## src/rtl/qbus_dma_grant_pkg.sv

```systemverilog
// Shared types and defaults for the QBUS DMA grant handshake.
// All bus signals are active-high internal sense; the pad drivers invert them.
package qbus_dma_grant_pkg;

  typedef enum logic [2:0] {
    S_IDLE     = 3'd0,
    S_PASS     = 3'd1,
    S_REQ      = 3'd2,
    S_SACK     = 3'd3,
    S_WAIT_BUS = 3'd4,
    S_MASTER   = 3'd5,
    S_RELEASE  = 3'd6,
    S_ABORT    = 3'd7
  } state_t;

  localparam int DEF_SYNC_STAGES   = 2;
  localparam int DEF_DESKEW_CYCLES = 4;
  localparam int DEF_SACK_TIMEOUT  = 255;

endpackage

```

## src/rtl/qbus_dma_grant_if.sv

```systemverilog
// Device-side and bus-side signals of one QBUS DMA slot.
// master: the grant block; slave: the device/bus environment around it.
interface qbus_dma_grant_if;
  logic dev_req;
  logic dev_done;
  logic dev_master;
  logic dev_abort;
  logic bus_dmr;
  logic bus_dmgi;
  logic bus_dmgo;
  logic bus_sack;
  logic bus_bbsy_in;
  logic bus_sync_in;
  logic bus_bbsy;

  modport master (
    input  dev_req, dev_done, bus_dmgi, bus_bbsy_in, bus_sync_in,
    output dev_master, dev_abort, bus_dmr, bus_dmgo, bus_sack, bus_bbsy
  );

  modport slave (
    output dev_req, dev_done, bus_dmgi, bus_bbsy_in, bus_sync_in,
    input  dev_master, dev_abort, bus_dmr, bus_dmgo, bus_sack, bus_bbsy
  );
endinterface

```

## src/rtl/qbus_dma_grant_bus_sync.sv

```systemverilog
// Synchronizer for one asynchronous bus input, cleared to 0 on reset.
// Latency: STAGES cycles from input change to q.
// Backpressure: none; free-running flop chain.
module qbus_dma_grant_bus_sync #(
  parameter int STAGES = 2
) (
  input  logic clk,
  input  logic reset,
  input  logic d,
  output logic q
);

  logic [STAGES-1:0] ff;

  always_ff @(posedge clk) begin
    if (reset) ff <= '0;
    else       ff <= {ff[STAGES-2:0], d};
  end

  assign q = ff[STAGES-1];

endmodule

```

## src/rtl/qbus_dma_grant.sv

```systemverilog
// Per-slot QBUS DMA mastership: pass DMG downstream or take it via SACK/BBSY.
// Latency: SYNC_STAGES+1 cycles from a bus input edge to the output reaction.
// Backpressure: device holds dev_req until dev_master; no hold-off inside a tenure.
module qbus_dma_grant
  import qbus_dma_grant_pkg::*;
#(
  parameter int SYNC_STAGES   = DEF_SYNC_STAGES,
  parameter int DESKEW_CYCLES = DEF_DESKEW_CYCLES,
  parameter int SACK_TIMEOUT  = DEF_SACK_TIMEOUT
) (
  input logic             clk,
  input logic             reset,
  qbus_dma_grant_if.master bus
);

  localparam int             DW      = $clog2(DESKEW_CYCLES + 1);
  localparam logic [DW-1:0]  DSK_MAX = DW'(DESKEW_CYCLES);
  localparam logic [7:0]     TMO_MAX = 8'(SACK_TIMEOUT);

  logic dmg;
  logic bbsy_s;
  logic sync_s;

  qbus_dma_grant_bus_sync #(.STAGES(SYNC_STAGES)) u_sync_dmg (
    .clk(clk), .reset(reset), .d(bus.bus_dmgi), .q(dmg)
  );
  qbus_dma_grant_bus_sync #(.STAGES(SYNC_STAGES)) u_sync_bbsy (
    .clk(clk), .reset(reset), .d(bus.bus_bbsy_in), .q(bbsy_s)
  );
  qbus_dma_grant_bus_sync #(.STAGES(SYNC_STAGES)) u_sync_sync (
    .clk(clk), .reset(reset), .d(bus.bus_sync_in), .q(sync_s)
  );

  state_t        state, state_nxt;
  logic [DW-1:0] dsk_cnt, dsk_nxt;
  logic [7:0]    tmo_cnt, tmo_nxt;

  always_ff @(posedge clk) begin
    if (reset) begin
      state   <= S_IDLE;
      dsk_cnt <= '0;
      tmo_cnt <= '0;
    end else begin
      state   <= state_nxt;
      dsk_cnt <= dsk_nxt;
      tmo_cnt <= tmo_nxt;
    end
  end

  always_comb begin
    state_nxt = state;
    dsk_nxt   = dsk_cnt;
    tmo_nxt   = tmo_cnt;
    case (state)
      // A grant seen while idle belongs to an upstream request, so passing wins.
      S_IDLE: begin
        if (dmg)              state_nxt = S_PASS;
        else if (bus.dev_req) state_nxt = S_REQ;
      end
      S_PASS: begin
        if (!dmg) state_nxt = S_IDLE;
      end
      S_REQ: begin
        if (dmg)               state_nxt = S_SACK;
        else if (!bus.dev_req) state_nxt = S_IDLE;
      end
      S_SACK: begin
        state_nxt = S_WAIT_BUS;
        dsk_nxt   = '0;
        tmo_nxt   = '0;
      end
      S_WAIT_BUS: begin
        if (dsk_cnt == DSK_MAX)      state_nxt = S_MASTER;
        else if (tmo_cnt == TMO_MAX) state_nxt = S_ABORT;
        // Bus must be quiet for the whole deskew window; any activity restarts it.
        if (dmg || bbsy_s || sync_s) dsk_nxt = '0;
        else if (dsk_cnt != DSK_MAX) dsk_nxt = dsk_cnt + DW'(1);
        if (tmo_cnt != TMO_MAX)      tmo_nxt = tmo_cnt + 8'd1;
      end
      S_MASTER: begin
        if (bus.dev_done) state_nxt = S_RELEASE;
      end
      S_RELEASE: state_nxt = S_IDLE;
      S_ABORT:   state_nxt = S_IDLE;
      default:   state_nxt = S_IDLE;
    endcase
  end

  assign bus.bus_dmgo   = (state == S_PASS);
  assign bus.bus_dmr    = (state == S_REQ);
  assign bus.bus_sack   = (state == S_SACK) || (state == S_WAIT_BUS);
  assign bus.bus_bbsy   = (state == S_MASTER);
  assign bus.dev_master = (state == S_MASTER);
  assign bus.dev_abort  = (state == S_ABORT);

endmodule

```

## src/flat_wrapper.sv

```systemverilog
// flat-port wrapper written by rule: the top's interface ports become plain ports
module qbus_dma_grant_flat import qbus_dma_grant_pkg::*;
#(
  parameter int SYNC_STAGES   = DEF_SYNC_STAGES,
  parameter int DESKEW_CYCLES = DEF_DESKEW_CYCLES,
  parameter int SACK_TIMEOUT  = DEF_SACK_TIMEOUT
)
  (clk, reset, bus_dev_req, bus_dev_done, bus_bus_dmgi, bus_bus_bbsy_in, bus_bus_sync_in, bus_dev_master, bus_dev_abort, bus_bus_dmr, bus_bus_dmgo, bus_bus_sack, bus_bus_bbsy);
  qbus_dma_grant_if bus_i ();
  input logic clk;
  input logic reset;
  input wire logic [$bits(bus_i.dev_req)-1:0] bus_dev_req;
  input wire logic [$bits(bus_i.dev_done)-1:0] bus_dev_done;
  input wire logic [$bits(bus_i.bus_dmgi)-1:0] bus_bus_dmgi;
  input wire logic [$bits(bus_i.bus_bbsy_in)-1:0] bus_bus_bbsy_in;
  input wire logic [$bits(bus_i.bus_sync_in)-1:0] bus_bus_sync_in;
  output wire logic [$bits(bus_i.dev_master)-1:0] bus_dev_master;
  output wire logic [$bits(bus_i.dev_abort)-1:0] bus_dev_abort;
  output wire logic [$bits(bus_i.bus_dmr)-1:0] bus_bus_dmr;
  output wire logic [$bits(bus_i.bus_dmgo)-1:0] bus_bus_dmgo;
  output wire logic [$bits(bus_i.bus_sack)-1:0] bus_bus_sack;
  output wire logic [$bits(bus_i.bus_bbsy)-1:0] bus_bus_bbsy;
  assign bus_i.dev_req = bus_dev_req;
  assign bus_i.dev_done = bus_dev_done;
  assign bus_i.bus_dmgi = bus_bus_dmgi;
  assign bus_i.bus_bbsy_in = bus_bus_bbsy_in;
  assign bus_i.bus_sync_in = bus_bus_sync_in;
  assign bus_dev_master = bus_i.dev_master;
  assign bus_dev_abort = bus_i.dev_abort;
  assign bus_bus_dmr = bus_i.bus_dmr;
  assign bus_bus_dmgo = bus_i.bus_dmgo;
  assign bus_bus_sack = bus_i.bus_sack;
  assign bus_bus_bbsy = bus_i.bus_bbsy;
  qbus_dma_grant #(.SYNC_STAGES(SYNC_STAGES), .DESKEW_CYCLES(DESKEW_CYCLES), .SACK_TIMEOUT(SACK_TIMEOUT)) u_core (.clk(clk), .reset(reset), .bus(bus_i));
endmodule
```

## config.mk

```make
export PLATFORM = sky130hd
export DESIGN_NAME = qbus_dma_grant_flat
export DESIGN_NICKNAME = d
export VERILOG_FILES = /design/src/rtl/qbus_dma_grant_pkg.sv /design/src/rtl/qbus_dma_grant_if.sv /design/src/rtl/qbus_dma_grant_bus_sync.sv /design/src/rtl/qbus_dma_grant.sv /design/src/flat_wrapper.sv
export SDC_FILE = /design/constraint.sdc
export NUM_CORES = 1
export LEC_CHECK = 0
export ABC_AREA = 0
export CAP_MARGIN = 5
export CORE_MARGIN = 3
export CORE_UTILIZATION = 57
export DETAILED_ROUTE_END_ITERATION = 8
export PLACE_DENSITY = 0.8
export SLEW_MARGIN = 15
export SYNTH_ARGS = -nofsm -noshare
export SYNTH_HDL_FRONTEND = slang
export SYNTH_HIERARCHICAL = 1
export SYNTH_SLANG_ARGS = --single-unit
```

## constraint.sdc

```tcl
create_clock -name clk -period 3.4 [get_ports clk]
set_input_delay 0.85 -clock clk [delete_from_list [all_inputs] [get_ports clk]]
set_output_delay 0.85 -clock clk [all_outputs]
set_load 0.1 [all_outputs]
```

==> impl_metrics.json <==
{
  "fin_crit_sh": 0.759,
  "netlist_area_sq_um": 996,
  "antenna_found_initial": 0,
  "p_leak_nw": 0.468,
  "layout-drive-gt1-share": 0.129,
  "core_area_sq_mm": 0.00158,
  "die_x_um": 47.8,
  "place.gp.congestion": 0.790,
  "insertion_delay_ps": 310,
  "grt_pass1_wl_mm": 2.90,
  "nets": 135,
  "yosysWarnings": 6,
  "grt_pass1_vias": 679,
  "critPathMaxStageDelay_ps": 570,
  "final_common_cell": "dfxtp_1",
  "crit_chain": "or3b_4 > nand2_1 > buf_4",
  "synth_seq_cells": 20,
  "hold_viol_final": 0,
  "status": "finished, final reports clean",
  "antenna_cells": 0,
  "setup_viol_count_final": 0,
  "drv_slew": 0,
  "power_density_mw_per_mm2": 430,
  "cts_buffers": 3,
  "grt_remaining_overflow": 0,
  "end_kind": "primary output",
  "criticalPathCategory": "flop to primary output",
  "start_util": 0.632,
  "post_cts_buffers": 0,
  "postRouteAntennaNets": 0,
  "synth_nets": 123,
  "hpwl_mm": 1.26,
  "portBuffers": 12,
  "syn2layout_area_growth_pct": 15.7,
  "fmax_mhz": 388,
  "synthCells": 113,
  "cts_num_sinks": 20,
  "rows": 14,
  "vias": 822,
  "clock-root-buffer": "clkbuf_4",
  "fin_setup_tns_ps": 0,
  "cp-start-kind": "flop",
  "firstDrtPassIters": 4,
  "rsz0062_at_grt": "no",
  "power_mw": 0.495,
  "wl_per_cell_um": 12.6,
  "synth-main-ff-cell": "dfxtp_1",
  "drc": 0,
  "grt_start_max_net_pins": 15,
  "critPathArrivalTime_ps": 1730,
  "die_area_sq_mm": 0.00228,
  "tritoncts": "done",
  "yosysSeqAreaShare": 0.402,
  "hold_buffers": 0,
  "syn_avg_cell_area_sq_um": 8.81,
  "cp.required_ps": 2550,
  "path_clk_slew_ps": 110,
  "ctsResizeCount": 0,
  "ctsLongestPathBuffers": 2,
  "drt-total-wl_mm": 1.77,
  "synth_edf_count": 0,
  "ir_drop_uv": 310,
  "io_pins": 13,
  "tightestPinTransition_ps": 484,
  "synthArstFlopShare": 0,
  "maxCapViolCount": 0,
  "hp-class": "flop to flop",
  "viasPerCell": 5.87,
  "crit_path_top_delay_cell": "dfxtp_1",
  "drtIter0Drc": 18,
  "ys_types": 38,
  "fin_worst_skew_ps": 7.43,
  "final_cell_mix": "dfxtp_1, nor2_1, a21oi_1",
  "h-tree-depth": 1,
  "final.min_clock_period_ps": 2580,
  "die_height_um": 47.8,
  "slew_headroom": 0.677,
  "crit_fanout": 14,
  "track_usage": 0.185
}
## per-layer routing
layer	GRT usage	vias to the layer above	routed length, um
met4	0.118	0	47
met3	0.0376	5	75
li1	-	428	-
met5	0	-	0
met1	0.265	369	887
met2	0.248	20	754
## area by class of cell
| type | instances | area, sq um |
|---|---|---|
| inverters | 4 | 15.0 |
| well taps | 16 | 20.0 |
| fillers | 124 | 424 |
| multi-input cells | 84 | 559 |
| clock inverters | 1 | 30.0 |
| clock buffers | 3 | 22.5 |
| flip-flops and latches | 20 | 400 |
| repair buffers | 12 | 105 |
## stage by stage
stage	util	setup WS, ps	instances	hold slack, ps	instance area, sq um
3_5_place_dp	0.698	1060	136	433	1100
2_1_floorplan	-	632	113	414	1010
3_3_place_gp	0.698	1140	136	418	1100
4_1_cts	0.731	806	140	459	1150
5_1_grt	0.731	714	140	471	1150
6_report	0.731	821	140	458	1150
## flip-flops by register name (all words and copies together) (netlist names)
signal and count:
u_core/u_sync_sync/ff 2, u_core/u_sync_dmg/ff 2, u_core/u_sync_bbsy/ff 2, u_core/state 3
u_core/dsk_cnt 3, u_core/tmo_cnt 8
## critical path: cells and delay by family (launching register included)
family	cells	cell delay, ps
buffers and inverters	1	300
DFF	1	570
and+or+nand+nor	2	540
## cells by family (layout without fill, tap and decap cells)
kind of cell	count (synthesis)	in the layout	synth area share
AO/OA/AOI/OAI	29	29	0.196
XOR/XNOR	4	4	0.0352
adder cells (fa/ha/maj)	3	3	0.0377
buffers and inverters	9	20	0.0465
flip-flops	20	20	0.402
multiplexers	2	2	0.0214
AND/OR/NAND/NOR	46	46	0.261
## cells in the mapped netlist (2+ instances only)
cell	count	area, sq um
nand2_1	7	26.3
and2_1	2	12.5
nor3_1	3	15.0
and3_1	4	25.0
ha_1	3	37.5
clkbuf_1	2	7.51
or4_1	2	15.0
dfxtp_1	20	400
a21oi_1	8	40.0
o31ai_1	2	15.0
a21o_1	3	22.5
nor2_1	10	37.5
nor2b_1	6	37.5
inv_1	4	15.0
o2111ai_1	2	17.5
nand3_1	3	15.0
xor2_1	4	35.0
o21ai_0	3	15.0
o211ai_1	4	30.0
nand2b_1	3	18.8
## path summary, 6_finish.rpt
path,slack (ps),startpoint,cells after the start,endpoint
min,460,u_core/u_sync_dmg/ff[0],1,u_core/u_sync_dmg/ff[1]
min reg2reg,460,u_core/u_sync_dmg/ff[0],1,u_core/u_sync_dmg/ff[1]
max reg2reg,1560,u_core/state[2],4,u_core/tmo_cnt[6]
max,820,u_core/state[2],3,bus_bus_sack
## power by group
part           switching (mW)  internal [mW]  leakage [nW]
clock network          0.0748          0.119        0.0279
logic                  0.0328         0.0199         0.278
registers             0.00819          0.240         0.163
total                   0.116          0.379         0.468
No activity file was read; power rests on OpenSTA's default activity.
